## src/rtl/mem_host_ctrl.sv

```systemverilog
// mem_host_ctrl: host-side sequencer for the processor's external memory port.
// Streams a byte image into data memory through the processor's write phase,
// lets the program run until end_process (or an optional timeout), then reads
// a fixed result window back out as a valid/ready byte stream.
module mem_host_ctrl #(
   parameter int ADDR_W      = 16,
   parameter int DATA_W      = 8,
   parameter int LOAD_LEN    = 16,
   parameter int DUMP_BASE   = 0,
   parameter int DUMP_LEN    = 16,
   parameter int RD_LAT      = 2,
   parameter int RUN_TIMEOUT = 0
) (
   input  logic              clk,
   input  logic              rst,
   input  logic              start,
   input  logic [ADDR_W-1:0] load_base,
   input  logic              in_valid,
   input  logic [DATA_W-1:0] in_data,
   output logic              in_ready,
   output logic              out_valid,
   output logic [DATA_W-1:0] out_data,
   input  logic              out_ready,
   input  logic              end_process,
   input  logic [DATA_W-1:0] dm_out,
   output logic [1:0]        status,
   output logic [DATA_W-1:0] data_in,
   output logic [ADDR_W-1:0] data_addr_in,
   output logic              busy,
   output logic              done,
   output logic              timeout_err
);

   // Counters need one extra bit so a full 2^ADDR_W transfer length fits.
   localparam int CNT_W = ADDR_W + 1;
   localparam logic [CNT_W-1:0]  LOAD_LAST   = CNT_W'(LOAD_LEN - 1);
   localparam logic [CNT_W-1:0]  DUMP_LAST   = CNT_W'(DUMP_LEN - 1);
   localparam logic [ADDR_W-1:0] DUMP_BASE_A = ADDR_W'(DUMP_BASE);
   localparam logic [7:0]        RD_LAT_W    = 8'(RD_LAT);
   localparam logic [31:0]       TO_LAST     = (RUN_TIMEOUT == 0) ? 32'd0 : 32'(RUN_TIMEOUT - 1);

   localparam logic [1:0] ST_IDLE  = 2'b00;
   localparam logic [1:0] ST_RUN   = 2'b01;
   localparam logic [1:0] ST_WRITE = 2'b10;
   localparam logic [1:0] ST_HOLD  = 2'b11;

   typedef enum logic [2:0] {
      S_IDLE, S_LOAD, S_DRAIN, S_RUN, S_DWAIT, S_DOUT, S_DONE
   } state_t;

   state_t            r_state;
   logic [1:0]        r_status;
   logic [DATA_W-1:0] r_data_in;
   logic [ADDR_W-1:0] r_addr;
   logic [ADDR_W-1:0] r_base;
   logic [CNT_W-1:0]  r_cnt;
   logic [CNT_W-1:0]  r_idx;
   logic [31:0]       r_run_cnt;
   logic [1:0]        r_drain;
   logic [7:0]        r_wait;
   logic              r_in_ready;
   logic              r_out_valid;
   logic [DATA_W-1:0] r_out_data;
   logic              r_busy;
   logic              r_done;
   logic              r_timeout_err;

   logic w_load_hs;
   logic w_out_hs;

   // Address arithmetic wraps modulo 2^ADDR_W by truncation.
   function automatic logic [ADDR_W-1:0] wrap_addr(input logic [ADDR_W-1:0] base,
                                                    input logic [ADDR_W-1:0] ofs);
      return base + ofs;
   endfunction

   assign w_load_hs = in_valid & r_in_ready;
   assign w_out_hs  = r_out_valid & out_ready;

   // Job sequencer: every output is a register updated here.
   always_ff @(posedge clk or posedge rst) begin
      if (rst) begin
         r_state       <= S_IDLE;
         r_status      <= ST_IDLE;
         r_data_in     <= '0;
         r_addr        <= '0;
         r_base        <= '0;
         r_cnt         <= '0;
         r_idx         <= '0;
         r_run_cnt     <= '0;
         r_drain       <= '0;
         r_wait        <= '0;
         r_in_ready    <= 1'b0;
         r_out_valid   <= 1'b0;
         r_out_data    <= '0;
         r_busy        <= 1'b0;
         r_done        <= 1'b0;
         r_timeout_err <= 1'b0;
      end else begin
         r_done <= 1'b0;
         case (r_state)
            S_IDLE: begin
               if (start) begin
                  r_base        <= load_base;
                  r_cnt         <= '0;
                  r_idx         <= '0;
                  r_run_cnt     <= '0;
                  r_drain       <= '0;
                  r_wait        <= '0;
                  r_timeout_err <= 1'b0;
                  r_in_ready    <= 1'b1;
                  r_busy        <= 1'b1;
                  r_status      <= ST_HOLD;
                  r_state       <= S_LOAD;
               end
            end
            S_LOAD: begin
               // A write phase only follows an accepted byte; idle cycles hold.
               if (w_load_hs) begin
                  r_status  <= ST_WRITE;
                  r_data_in <= in_data;
                  r_addr    <= wrap_addr(r_base, r_cnt[ADDR_W-1:0]);
                  r_cnt     <= r_cnt + CNT_W'(1);
                  if (r_cnt == LOAD_LAST) begin
                     r_in_ready <= 1'b0;
                     r_drain    <= '0;
                     r_state    <= S_DRAIN;
                  end
               end else begin
                  r_status <= ST_HOLD;
               end
            end
            S_DRAIN: begin
               // Two hold cycles let the last write settle before RUN.
               if (r_drain == 2'd2) begin
                  r_status  <= ST_RUN;
                  r_run_cnt <= '0;
                  r_state   <= S_RUN;
               end else begin
                  r_status <= ST_HOLD;
                  r_drain  <= r_drain + 2'd1;
               end
            end
            S_RUN: begin
               if (end_process) begin
                  r_status <= ST_HOLD;
                  r_addr   <= wrap_addr(DUMP_BASE_A, r_idx[ADDR_W-1:0]);
                  r_wait   <= '0;
                  r_state  <= S_DWAIT;
               end else if ((RUN_TIMEOUT != 0) && (r_run_cnt == TO_LAST)) begin
                  r_timeout_err <= 1'b1;
                  r_status      <= ST_IDLE;
                  r_done        <= 1'b1;
                  r_state       <= S_DONE;
               end else begin
                  r_run_cnt <= r_run_cnt + 32'd1;
               end
            end
            S_DWAIT: begin
               // Address has been stable for RD_LAT cycles: dm_out is valid now.
               if (r_wait == RD_LAT_W) begin
                  r_out_data  <= dm_out;
                  r_out_valid <= 1'b1;
                  r_state     <= S_DOUT;
               end else begin
                  r_wait <= r_wait + 8'd1;
               end
            end
            S_DOUT: begin
               if (w_out_hs) begin
                  r_out_valid <= 1'b0;
                  r_idx       <= r_idx + CNT_W'(1);
                  if (r_idx == DUMP_LAST) begin
                     r_status <= ST_IDLE;
                     r_done   <= 1'b1;
                     r_state  <= S_DONE;
                  end else begin
                     r_addr  <= wrap_addr(DUMP_BASE_A, r_idx[ADDR_W-1:0] + ADDR_W'(1));
                     r_wait  <= '0;
                     r_state <= S_DWAIT;
                  end
               end
            end
            S_DONE: begin
               r_busy  <= 1'b0;
               r_state <= S_IDLE;
            end
            default: begin
               r_state <= S_IDLE;
            end
         endcase
      end
   end

   assign in_ready     = r_in_ready;
   assign out_valid    = r_out_valid;
   assign out_data     = r_out_data;
   assign status       = r_status;
   assign data_in      = r_data_in;
   assign data_addr_in = r_addr;
   assign busy         = r_busy;
   assign done         = r_done;
   assign timeout_err  = r_timeout_err;

endmodule

```

## config.mk

```make
export PLATFORM = sky130hd
export DESIGN_NAME = mem_host_ctrl
export DESIGN_NICKNAME = d
export VERILOG_FILES = /design/src/rtl/mem_host_ctrl.sv
export SDC_FILE = /design/constraint.sdc
export NUM_CORES = 1
export LEC_CHECK = 0
export ABC_CLOCK_PERIOD_IN_PS = 10410
export CORE_UTILIZATION = 65
export CTS_CLUSTER_SIZE = 14
export DETAILED_ROUTE_END_ITERATION = 6
export DONT_BUFFER_PORTS = 1
export PLACE_DENSITY_LB_ADDON = 0.12
export SLEW_MARGIN = 5
export SYNTH_ARGS = -nofsm -noshare
export SYNTH_HDL_FRONTEND = slang
export SYNTH_SLANG_ARGS = --single-unit
```

## constraint.sdc

```tcl
create_clock -name clk -period 10.41 [get_ports clk]
set_clock_uncertainty 0.05 [all_clocks]
set_input_delay 2.082 -clock clk [delete_from_list [all_inputs] [get_ports clk]]
set_output_delay 2.082 -clock clk [all_outputs]
set_load 0.02 [all_outputs]
```

Yosys cells after proc, flatten, opt, wreduce, memory -nomap -nowiden
Index checks and enable logic that the tools add are counted. W data, S select, Z words.

Logic and storage cells: 113. Input port bits: 38. Output and inout bits: 39. Register bits after elaboration: 101.

Reductions and logical operators: 22. $add $sub $neg: 6. Mux-type cells: 48. Equal/unequal tests: 21. Bitwise logic cells: 2.

Operators with widths (number): $pmux W17 S2 (2); $mux W16 (4); $mux W17 (3); $pmux W16 S3 (1); $mux W8 (5); $add A17 B1 Y17 const B (2); $eq A17 B4 Y1 const B (2); $pmux W8 S4 (1); $ne A2 B2 Y1 const B (11); $mux W3 (7); $mux W2 (10); $pmux W3 S6 (1); $add A16 B1 Y16 const B (1); $add A16 B16 Y16 (1); $reduce_and A5 Y1 (3); $pmux W2 S5 (1); $eq A3 B3 Y1 const B (3); $mux W1 (9); $reduce_and A3 Y1 (3); $add A8 B1 Y8 const B (1); $eq A8 B2 Y1 const B (1); $reduce_and A2 Y1 (4); $reduce_bool A2 Y1 (4); $reduce_and A7 Y1 (1); 13 further kinds (18).

Depth between registers and ports, before layout
Gate-level depths: netlist of the first run.

Depth in word-level cells: 4. Gate-level depth with buffers: 8. Depth with buffers taken out: 7.

Worst setup path before layout of the first run
No wires, ideal clock.

Path kind: input -> register. From: input port start. To: register r_base[10]. Arrival: 3.169 ns. Stages on the path: 4. Setup time: 0.125 ns. Path buffers: 1. Setup slack: 7.066 ns. Cells stage by stage: or3b_1 nor2_4 buf_4 mux2_2.

Word-level cells in the longest chain between the ends: 1.

RTL lines: start: declaration (RTL line 16) `input logic start,`; $reduce_and A2 Y1 (no line); end signal: assignment (RTL line 104) `r_base <= load_base;`; end: declaration (RTL line 55) `logic [ADDR_W-1:0] r_base;`.

Every way passes these cells. A chain may end at the register's enable or synchronous reset.

Worst setup path in the final report of the first run
From: input port out_ready. To: register r_addr[8], in the netlist data_addr_in[8].

Word-level cells in the longest chain between the ends: 3.

RTL lines: start: declaration (RTL line 23) `input logic out_ready,`; $and A1 B1 Y1 (RTL line 78) `assign w_out_hs = r_out_valid & out_ready;`; $ne A2 B2 Y1 (no line); $reduce_and A5 Y1 (no line); end signal: assignment (RTL line 122) `r_addr <= wrap_addr(r_base, r_cnt[ADDR_W-1:0]);`; end signal: assignment (RTL line 147) `r_addr <= wrap_addr(DUMP_BASE_A, r_idx[ADDR_W-1:0]);`; end signal: assignment (RTL line 178) `r_addr <= wrap_addr(DUMP_BASE_A, r_idx[ADDR_W-1:0] + ADDR_W'(1));`; end: declaration (RTL line 54) `logic [ADDR_W-1:0] r_addr;`.

Every way passes these cells.

==> impl_results.md, run 1 <==
* Total leakage power at approximately 0.0027 µW
* Mapped Area at 6233 µm²
* Final setup viols at 0
* Total DRC errors in the routed layout at 0
* DRC violation total after the first TritonRoute iteration at ~420
* Number of nets in the synthesized netlist at approximately 710
* Die Outline Area at roughly 10000 µm²
* Worst hold margin at around 0.47 ns
* Type of the tightest min-delay check: reg2reg
* Count of warnings emitted by yosys at 0
* IO Pins at 77
* Relative contribution of the clock network to total power at between 15 and 20%
* Sequential share of the synthesized area at between 40% and 50%
* GP Congestion at 0.8786
* Synth area leaders: dfrtp_1 (41%), mux2_2 (5.6%), o21ai_0 (4.2%)
* Net switching power at approximately 730 µW
* Global routing usage summed across all routing layers at between 30% and 40%
* Global-route wire length before repair at 25010 µm
* Switching part of the total power at 45.68%
* Peak ir drop on the vdd network at around 0.00018 V
* Num CTS Buffers at 9
* Number of I/O port buffers at 0
* Worst-margin pin slew at slightly below 1 ns
* Final period util at 34.16%
* Root buffer cell: clkbuf_8
* Final-report max-slew violation count at 0
* Diode count at 0
* Aggregate negative setup slack at 0 ns
* DR WL/cell at roughly 20 µm
* Std-Cell Rows at 35
* Most frequent standard cell in the layout excluding fill and tap cells: dfrtp_1
* Number of instances in the synthesized netlist at 647
* Biggest fanout along the worst timing path at 22
* Post-route standard cell area excluding fillers at ~6400 µm²
* FMAX at between 200 and 300 MHz
* Total of flip-flops plus latches after synthesis at slightly above 100
* Critical Path Source Type: input pin
* Data arrival time of the critical path at 3.79 ns
* Clock Tree Buf Depth at 2
* Number of endpoints with negative hold slack in the final report at 0
* Count of flip-flops with a built-in enable after synthesis at 0
* Max-capacitance violation count at 0
* Worst EP required at around 11 ns
* Pin count of the biggest net entering global routing at between 60 and 70
* Logic gate share of total power at 40.1%
* Remaining antenna violation count after routing at 0
* Dominant synthesized flop cell: dfrtp_1
* Post-synthesis area per instance at roughly 9.6 µm²
* # nets final at between 600 and 700
* Half-perimeter wire length after detailed placement at roughly 11000 µm
* Max-slew headroom at ~34%
* Routed wire length at about 15000 µm
* Endpoint class of the critical path: register
* Routed via count at 5079
* Distinct cells, synth at approximately 80
* Core outline area at 9284 µm²
* Number of antenna violations at the first check in global routing at 0
* Critical Setup Path Class: in2reg
* TritonCTS clock tree: built
* Die extent in x at ~100 µm
* Height of the die at between 90 and 100 µm
* CTS sink count at about 100
* Drt via density at about 6.7
* Most frequent cells in the layout: dfrtp_1 (101), nor2_1 (52), o21ai_0 (52)
* Number of H-tree levels at 3
* DR pass1 iterations at 5
* Count of hold-fix buffers inserted at cts at 0
* Initial core utilization at 67.14%
* Number of global-route vias before repair at between 4000 and 5000
* Remaining global-route overflow at 0
* Async set-reset flop share out of synthesis at between 90% and 100%
* Outcome: completed
* Count of instances resized after the clock tree is built at 0
* Power Dens Cells at 250.3 nW/µm²
* Post-CTS setup-driven buffer insertion count at 0
* Post-synth top area cell: dfrtp_1
* Share of post-route cells with drive strength above 1 at around an eighth
* Core utilization of the finished layout at 69.00%
* Area share of the largest cell type after synthesis at about two fifths
* Placed Instance Area at around 6200 µm²
* Int Pwr at 871.0 µW
* Clock-pin slew on the worst setup and hold paths at between 0.1 and 0.15 ns
* Filler cell count in the final layout at about 750
* Time the final worst path needs with I/O delays and setup at 3.557 ns
* Area growth from synthesis to layout at 2.770%
* Unrepaired setup endpoints after global routing: no
* Proportion of power drawn by flip-flops and latches at between 40% and 50%
* Clock latency on the worst-skew pair at 0.39 ns
[sequential cells by signal (all words and copies together) (netlist names)]
name,flops
done,1
busy,1
r_state,3
r_base,16
data_in,8
r_wait,8
status,2
r_idx,17
in_ready,1
out_data,8
r_cnt,17
out_valid,1
data_addr_in,16
r_drain,2
[through the flow]
step	setup WS (ns)	power, µW	cells
after global placement	6.525	1326	745
after global routing	6.755	1704	761
after CTS	6.900	1601	761
after detailed placement	6.470	1356	745
final	6.853	1603	761
after floorplan	5.631	1212	647
[cell usage after synthesis (all sizes together), types with 11 or more instances]
cell type / instances
a21o: 14
a21oi: 31
a31oi: 12
buf: 23
dfrtp: 101
ha: 20
inv: 12
mux2: 35
nand2: 48
nand3: 24
nand4: 12
nor2: 56
nor3: 22
nor4: 11
o21ai: 56
or3: 11
xnor2: 13
[final timing paths]
path	slack [ns]	startpoint	endpoint	cells past startpoint
max	6.85	out_ready	data_addr_in[8]$_DFFE_PP0P_	5
min reg2reg	0.47	r_drain[1]$_DFFE_PP0P_	r_drain[1]$_DFFE_PP0P_	1
max in group asynchronous	7.61	rst	data_addr_in[14]$_DFFE_PP0P_	2
max reg2reg	7.21	r_state[2]$_DFFE_PP0P_	data_addr_in[8]$_DFFE_PP0P_	5
min	0.47	r_drain[1]$_DFFE_PP0P_	r_drain[1]$_DFFE_PP0P_	1
min in group asynchronous	1.52	rst	in_ready$_DFFE_PP0P_	1
[power groups by stage]
stage	logic (µW)	clock network [µW]	registers [µW]
floorplan	547	0	666
global placement	611	0	716
detailed placement	633	0	723
CTS	636	250	715
global route	712	261	731
finish	643	245	715
[area by class of cell]
cell class              count  area [µm²]  share of cell area [%]
well taps                 129       161.4                   2.520
flip-flops and latches    101        2527                   39.45
multi-input cells         501        3471                   54.18
inverters                  12       47.55                  0.7422
clock inverters             7       60.06                  0.9375
clock buffers               9       123.9                   1.934
repair buffers              2       15.01                  0.2344
[metal layers]
| metal | GRT usage, % | wire (µm) | vias to the layer above |
|---|---|---|---|
| li1 | - | - | 2384 |
| met1 | 45.30 | 6552 | 2451 |
| met2 | 50.08 | 7142 | 215 |
| met3 | 6.685 | 1068 | 29 |
| met4 | 12.33 | 274 | 0 |
| met5 | 0 | 0 | - |
[cell families (layout without fill, tap and decap cells)]
| group | Yosys count | count (layout) | synth area share [%] |
|---|---|---|---|
| AND/OR/NAND/NOR | 228 | 228 | 20.11 |
| AO/OA/AOI/OAI | 193 | 193 | 21.48 |
| flip-flops | 101 | 101 | 40.55 |
| buffers and inverters | 45 | 30 | 3.854 |
| multiplexers | 38 | 38 | 6.804 |
| adder cells (fa/ha/maj) | 21 | 21 | 4.336 |
| XOR/XNOR | 20 | 20 | 2.810 |
| other | 1 | 1 | 0.06016 |
[critical path: stages]
cell and delay [ns]:
nand2_1 0.08, nor2_2 0.52, a22o_1 0.73, o311a_1 0.30, a31oi_1 0.08
(Power assumes the default switching activity.)
==> run 2, diff against run 1 <==
- ABC_CLOCK_PERIOD_IN_PS: 10410 -> 3400
- CORE_UTILIZATION: 65 -> 64
- clock period: 10.41 -> 3.4 ns (I/O delays scaled with it)
==> run 2 against run 1 <==
Compared with the run above: clock power grew to 3.1 times the previous value; die area is 1.5% higher; non-clock buffer count is 5 higher; register-to-register slack worse by 6.3 ns; routed wire length is 2.5% lower; first-iteration DRC count is 13% lower; setup slack worse by 5.9 ns; combinational power grew to 3.2 times the previous value; via count is 0.79% lower; cell count is 0.66% higher; core utilization is 0.33 points higher; critical endpoint is now data_addr_in[12]$_DFFE_PP0P_; largest power group unchanged.
==> impl_results.md, run 2 (synthesized netlist as in run 1, its figures left out) <==
* Outcome: completed
* Largest registers in the final layout: r_cnt: 17 flops, r_idx: 17 flops
* Number of endpoints with negative hold slack in the final report at 0 (unchanged)
* Time the final worst path needs with I/O delays and setup at approximately 2.5 ns
* Footprint of the multi-input gates at 3471 µm² (unchanged)
* Total DRC errors in the routed layout at 0 (unchanged)
* Number of I/O port buffers at 0 (unchanged)
* Core outline area at 9328 µm² (+0.47%)
* Sequential cell area at 2527 µm² (unchanged)
* Post-CTS setup-driven buffer insertion count at 0 (unchanged)
* Peak ir drop on the vdd network at 0.0005724 V (+210%)
* Endpoint class of the critical path: register
* Remaining global-route overflow at 0 (unchanged)
* Critical Path Source Type: register
* Half-perimeter wire length after detailed placement at 10780 µm (+0.21%)
* Die extent in x at 100.7 µm (+0.76%)
* Global-route wire length before repair at 24040 µm (-3.9%)
* Most frequent standard cell in the layout excluding fill and tap cells: dfrtp_1
* Height of the die at 100.7 µm (+0.76%)
* Biggest fanout along the worst timing path at 6 (-73%)
* Clock-pin slew on the worst setup and hold paths at 0.11 ns (about the same)
* Count of hold-fix buffers inserted at cts at 0 (unchanged)
* Remaining antenna violation count after routing at 0 (unchanged)
* Area growth from synthesis to layout at 3.753%
* Slowest cell on the critical path: dfrtp_1
* TritonCTS clock tree: built
* Worst-case reg-to-reg path depth at 7 (+2)
* DRC violation total after the first TritonRoute iteration at 360 (-13%)
* Worst hold margin at 0.2463 ns (-0.2256 ns)
* Worst-margin pin slew at 0.9265 ns (-0.05665 ns)
* Total leakage power at 0.002768 µW (+1.1%)
* Data arrival time of the critical path at 2.70 ns (-1.09 ns)
* Diode count at 0 (unchanged)
* Max-slew headroom at 37.89% (+3.8 points)
* DR WL/cell at 19.14 µm (-3.1%)
* IO Pins at 77 (unchanged)
* Critical Setup Path Class: reg2reg
* Pin count of the biggest net entering global routing at 64 (+1.6%)
* Share of post-route cells with drive strength above 1 at 12.87% (+0.69 points)
* Final-report max-slew violation count at 0 (unchanged)
* Number of antenna violations at the first check in global routing at 0 (unchanged)
* DR pass1 iterations at 5 (unchanged)
* Worst-path cell chain: ha_1 > fa_1 > a21o_1 > a221oi_2 > o31a_1 > xnor2_1 > a221o_1
* Drt via density at 6.578 (-1.4%)
* Power Dens Cells at 763.2 nW/µm² (+200%)
* Slowest stage delay, CP at 0.45 ns (-0.28 ns)
* Final setup viols at 0 (unchanged)
* Number of global-route vias before repair at 4805 (-3.0%)
* Critical Path End: data_addr_in[12]$_DFFE_PP0P_
* Unrepaired setup endpoints after global routing: no
* Most frequent cells in the layout: dfrtp_1 (101), nor2_1 (52), o21ai_0 (52)
* Num CTS Buffers at 9 (unchanged)
* Type of the tightest min-delay check: in2async
* Die Outline Area at 10140 µm² (+1.5%)
* Routed wire length at 14670 µm (-2.5%)
* Std-Cell Rows at 35 (unchanged)
* Routed via count at 5039 (-0.79%)
* Count of instances resized after the clock tree is built at 0 (unchanged)
* FMAX at between 400 and 500 MHz
* Endpoint of the worst register-to-register path: data_addr_in[12]$_DFFE_PP0P_
* # nets final at 691 (+0.73%)
* Worst Setup SP: r_cnt[0]$_DFFE_PP0P_
* CTS sink count at 101 (unchanged)
* GP Congestion at 0.8907 (+1.4%)
* Reg2reg start: r_cnt[0]$_DFFE_PP0P_
* Max-capacitance violation count at 0 (unchanged)
* Number of H-tree levels at 3 (unchanged)
* Root buffer cell: clkbuf_8
* Final period util at between 70% and 80%
* Clock Tree Buf Depth at 2 (unchanged)
* Filler cell count in the final layout at 728 (-3.3%)
* Global routing usage summed across all routing layers at 30.71% (-1.7 points)
* Worst EP required at 3.62 ns (-7.02 ns)
* Initial core utilization at 66.83% (-0.32 points)
* Clock latency on the worst-skew pair at 0.38 ns (about the same)
* R2r setup slk at 0.92 ns (-6.29 ns)
* Aggregate negative setup slack at 0 ns (unchanged)
## run 2: cell types whose count changed in the layout (fill, tap and decap cells not counted)
cell,before,now
inv_8,1,0
buf_4,2,6
clkinv_8,0,2
buf_12,0,1
inv_6,5,3
clkinvlp_4,0,1
## run 2: final cells by class
class | count | share of cell area [%]
Clock inverter | 7 | 1.103
Tap cell | 129 | 2.496
Multi-Input combinational cell | 501 | 53.67
Clock buffer | 9 | 1.915
Timing Repair Buffer | 7 | 1.006
Inverter | 12 | 0.7352
Sequential cell | 101 | 39.08
## run 2: worst min path at each step
stage,start,to,slack [ns],cells past startpoint
2_1_floorplan,r_drain[1]$_DFFE_PP0P_,r_drain[1]$_DFFE_PP0P_,0.42,1
3_3_place_gp,r_drain[1]$_DFFE_PP0P_,r_drain[1]$_DFFE_PP0P_,0.43,1
3_5_place_dp,r_base[13]$_DFFE_PP0P_,r_base[13]$_DFFE_PP0P_,0.46,1
4_1_cts,rst,data_in[4]$_DFFE_PP0P_,0.28,1
5_1_grt,rst,data_in[5]$_DFFE_PP0P_,0.30,1
6_report,rst,data_in[4]$_DFFE_PP0P_,0.25,1
## run 2: worst max-delay path, delay by kind of cell (launching register included)
kind | cells | cell delay (ns)
AOI/OAI and AO/OA | 4 | 1.13
adders and majority gates | 2 | 0.66
DFF | 1 | 0.45
xor gates and xnor gates | 1 | 0.07
## run 2: power by group
| part | switching (µW) | total, µW | internal [µW] |
|---|---|---|---|
| sequential | 604 | 2160 | 1560 |
| clock | 466 | 751 | 285 |
| combinational | 1170 | 2030 | 852 |
| total | 2240 | 4940 | 2690 |
## run 2: metal layers
layer	vias up	track usage [%]	share of wire (%)
met5	-	0	0
met4	0	12.15	2.2
met3	26	6.172	6.5
met2	207	49.37	48
met1	2418	40.96	44
li1	2388	-	-
## run 2: metrics by stage
stage	instance area, µm²	total power [µW]	std cells	setup slack (ns)	utilization, %
5_1_grt	6467	5257	766	0.7658	69.34
2_1_floorplan	6233	3712	647	0.02287	-
3_3_place_gp	6272	4109	750	1.037	67.24
4_1_cts	6467	4945	766	0.9605	69.34
3_5_place_dp	6272	4185	750	0.9678	67.24
6_report	6467	4936	766	0.9245	69.34
==> run 3, diff against run 2 <==
- ABC_AREA: default -> 1
- ABC_CLOCK_PERIOD_IN_PS: 3400 -> 2500
- clock period: 3.4 -> 2.5 ns (I/O delays scaled with it)
==> run 3 against run 2 <==
Compared with the run above: clock power rose by 33%; core utilization grew 1.4 points; sequential power increased by 32%; critical path depth rose by 3; clock-buffer cell count rose by 1; non-clock buffer count is 5 higher; via count rose by 12%; critical path type unchanged; largest power group unchanged; highest routed layer unchanged.
==> impl_results.md, run 3 <==
* Most frequent standard cell in the layout excluding fill and tap cells: nand2_1
* Int Pwr at 3481 µW (+29%)
* Dominant combinational cell family by area after synthesis: simple AND/OR/NAND/NOR gates
* GP Congestion at 1.028 (+15%)
* Sequential share of the synthesized area at 40.33% (-0.22 points)
* Pin count of the biggest net entering global routing at 49 (-23%)
* Final period util at 84.45% (+12 points)
* Routed wire length at 14780 µm (+0.78%)
* Xor/xnor share of the synthesized area at 1.397% (-1.4 points)
* Biggest fanout along the worst timing path at 18 (+12)
* Area growth from synthesis to layout at 5.770%
* Max-capacitance violation count at 0 (unchanged)
* Number of antenna violations at the first check in global routing at 0 (unchanged)
* Total of flip-flops plus latches after synthesis at 101 (unchanged)
* Worst-margin pin slew at 0.6945 ns (-0.2320 ns)
* Core outline area at 9371 µm² (+0.47%)
* Time the final worst path needs with I/O delays and setup at 2.111 ns (-0.3642 ns)
* Area share of the largest cell type after synthesis at 40.33% (-0.22 points)
* TritonCTS clock tree: built
* Simple-gate share of the synthesized area at 33.80% (+14 points)
* Critical Setup Path Class: reg2reg
* Largest registers in the final layout: r_cnt: 17 flops, r_idx: 17 flops
* Final-report max-slew violation count at 0 (unchanged)
* Data arrival time of the critical path at 2.39 ns (-0.31 ns)
* Remaining antenna violation count after routing at 0 (unchanged)
* Half-perimeter wire length after detailed placement at 11370 µm (+5.5%)
* Clock latency on the worst-skew pair at 0.39 ns (about the same)
* Routed via count at 5667 (+12%)
* Switching part of the total power at 47.93% (+2.5 points)
* Endpoint class of the critical path: register
* # nets final at 942 (+36%)
* Global-route wire length before repair at 24760 µm (+3.0%)
* Post-route insts no fill at 1017 (+33%)
* Max-slew headroom at 53.60% (+16 points)
* Most frequent cells in the layout: nand2_1 (303), inv_1 (109), dfrtp_1 (101)
* Number of nets in the synthesized netlist at 934 (+32%)
* Worst EP required at 2.78 ns (-0.84 ns)
* Height of the die at 101.0 µm (+0.26%)
* Total leakage power at 0.003428 µW (+24%)
* Count of warnings emitted by yosys at 0 (unchanged)
* Initial core utilization at 66.88% (about the same)
* Num CTS Buffers at 9 (unchanged)
* FMAX at 473.7 MHz (+17%)
* Synth area leaders: dfrtp_1 (40%), nand2_1 (18%), inv_1 (6.6%)
* Commonest cells in the synthesized netlist: nand2_1 (303), inv_1 (110), dfrtp_1 (101)
* Async set-reset flop share out of synthesis at 100.0% (unchanged)
* Drt via density at 5.572 (-15%)
* Number of endpoints with negative hold slack in the final report at 0 (unchanged)
* Critical Path Source Type: register
* Worst-path cell chain: inv_2 > nand2_2 > nor2_2 > nand2_1 > nand2_1 > nor2_2 > nand3_2 > inv_1 > nand2_1 > nand2_1
* Final setup viols at 0 (unchanged)
* Total DRC errors in the routed layout at 0 (unchanged)
* Number of instances in the synthesized netlist at 875 (+35%)
* Global routing usage summed across all routing layers at 31.61% (+0.90 points)
* Mapped Area at 6267 µm² (+0.54%)
* Proportion of power drawn by flip-flops and latches at 42.6% (-1.2 points)
* IO Pins at 77 (unchanged)
* Slowest cell on the critical path: dfrtp_1
* Share of post-route cells with drive strength above 1 at 8.896% (-4.0 points)
* Post-synth top area cell: dfrtp_1
* DR WL/cell at 14.53 µm (-24%)
* Portion of netlist area occupied by mux cells at 2.875% (-3.9 points)
* DR pass1 iterations at 7 (+2)
* Std-Cell Rows at 35 (unchanged)
* Peak ir drop on the vdd network at 0.0007924 V (+38%)
* Complex-gate fraction of the synthesized area at 8.824% (-13 points)
* CTS sink count at 101 (unchanged)
* Filler cell count in the final layout at 814 (+12%)
* Number of global-route vias before repair at 5240 (+9.1%)
* DRC violation total after the first TritonRoute iteration at 327 (-9.2%)
* Placed cell count at 1001 (+33%)
* CP dominant cell by count: nand2_1
* Number of I/O port buffers at 0 (unchanged)
* Post-synthesis area per instance at 7.163 µm² (-26%)
* Share of synthesized cell area in full adder, half adder and majority cells at 4.312% (-0.023 points)
* Clock-pin slew on the worst setup and hold paths at 0.11 ns (about the same)
* Die Outline Area at 10190 µm² (+0.53%)
* Power Dens Cells at 1009 nW/µm² (+32%)
* Aggregate negative setup slack at 0 ns (unchanged)
* Remaining global-route overflow at 0 (unchanged)
* Relative contribution of the clock network to total power at 15.0% (-0.2 points)
* Logic gate share of total power at 42.4% (+1.4 points)
* Unrepaired setup endpoints after global routing: no
* Count of flip-flops with a built-in enable after synthesis at 0 (unchanged)
* Most frequent cell after synthesis: nand2_1
* Count of instances resized after the clock tree is built at 0 (unchanged)
* Worst-case reg-to-reg path depth at 10 (+3)
* Type of the tightest min-delay check: in2async
* Post-CTS setup-driven buffer insertion count at 0 (unchanged)
* Diode count at 0 (unchanged)
* Clock Tree Buf Depth at 2 (unchanged)
* Slowest stage delay, CP at 0.47 ns (+0.02 ns)
* Die extent in x at 101.0 µm (+0.26%)
* Outcome: completed
* Dominant synthesized flop cell: dfrtp_1
* Net switching power at 3205 µW (+43%)
* Distinct cells, synth at 45 (-45%)
* Root buffer cell: clkbuf_8
* Number of H-tree levels at 3 (unchanged)
* Count of hold-fix buffers inserted at cts at 0 (unchanged)
run 3: worst paths after layout:
path	slack, ns	from	to
hold / removal	0.03	rst	r_cnt[4]$_DFFE_PP0P_
min in group clk	0.17	load_base[12]	r_base[12]$_DFFE_PP0P_
setup / recovery	0.39	r_state[1]$_DFFE_PP0P_	data_addr_in[2]$_DFFE_PP0P_
hold reg to reg	0.45	r_base[14]$_DFFE_PP0P_	r_base[14]$_DFFE_PP0P_
max in group asynchronous	1.65	rst	r_base[0]$_DFFE_PP0P_
setup reg to reg	0.39	r_state[1]$_DFFE_PP0P_	data_addr_in[2]$_DFFE_PP0P_
run 3: critical path, delay by kind of cell (launching register included):
family | cells | cell delay [ns]
AND/OR/NAND/NOR | 8 | 1.11
buffers and inverters | 2 | 0.43
flip-flops | 1 | 0.47
run 3: per-stage QoR:
stage	setup slack [ns]	total power [µW]	area [µm²]	hold WS (ns)	utilization, %
after floorplan	0.6431	4982	6271	0.3983	-
after global placement	0.5051	5570	6447	0.4121	68.80
after detailed placement	0.4465	5680	6447	0.4237	68.80
after CTS	0.4181	6705	6629	0.02851	70.73
after global routing	0.1733	7239	6629	0.06530	70.73
final	0.3888	6686	6629	0.02818	70.73
run 3: power groups by stage:
| stage | Combinational (µW) | Sequential (µW) | Clock (µW) |
|---|---|---|---|
| after floorplan | 2220 | 2770 | 0 |
| after CTS | 2830 | 2850 | 1020 |
| final | 2840 | 2850 | 1000 |
| after global routing | 3230 | 2920 | 1090 |
| after global placement | 2720 | 2850 | 0 |
| after detailed placement | 2810 | 2870 | 0 |
run 3: kinds of logic (layout without fill, tap and decap cells):
group           after synthesis  count (layout)
buf+inv                     132             145
fa+ha+maj                    21              21
compound gates               97              97
xor+xnor                     10              10
other cells                   1               1
flops                       101             101
simple gates                497             497
mux                          16              16
run 3: area by class of cell:
type | count | area (µm²) | area share [%]
Multi-Input combinational cell | 642 | 3213 | 48.47
Clock buffer | 10 | 127.6 | 1.925
Inverter | 117 | 442.9 | 6.682
Tap cell | 129 | 161.4 | 2.435
Timing Repair Buffer | 12 | 102.6 | 1.548
Clock inverter | 6 | 53.80 | 0.8116
Sequential cell | 101 | 2527 | 38.13
run 3: layer usage:
| metal | global-route usage (%) | routed length (µm) | part of all wire [%] | vias up |
|---|---|---|---|---|
| li1 | - | - | - | 2797 |
| met1 | 42.75 | 6376 | 43 | 2593 |
| met5 | 0 | 0 | 0 | - |
| met3 | 6.588 | 1207 | 8.2 | 32 |
| met4 | 12.71 | 407 | 2.8 | 0 |
| met2 | 49.84 | 6787 | 46 | 245 |
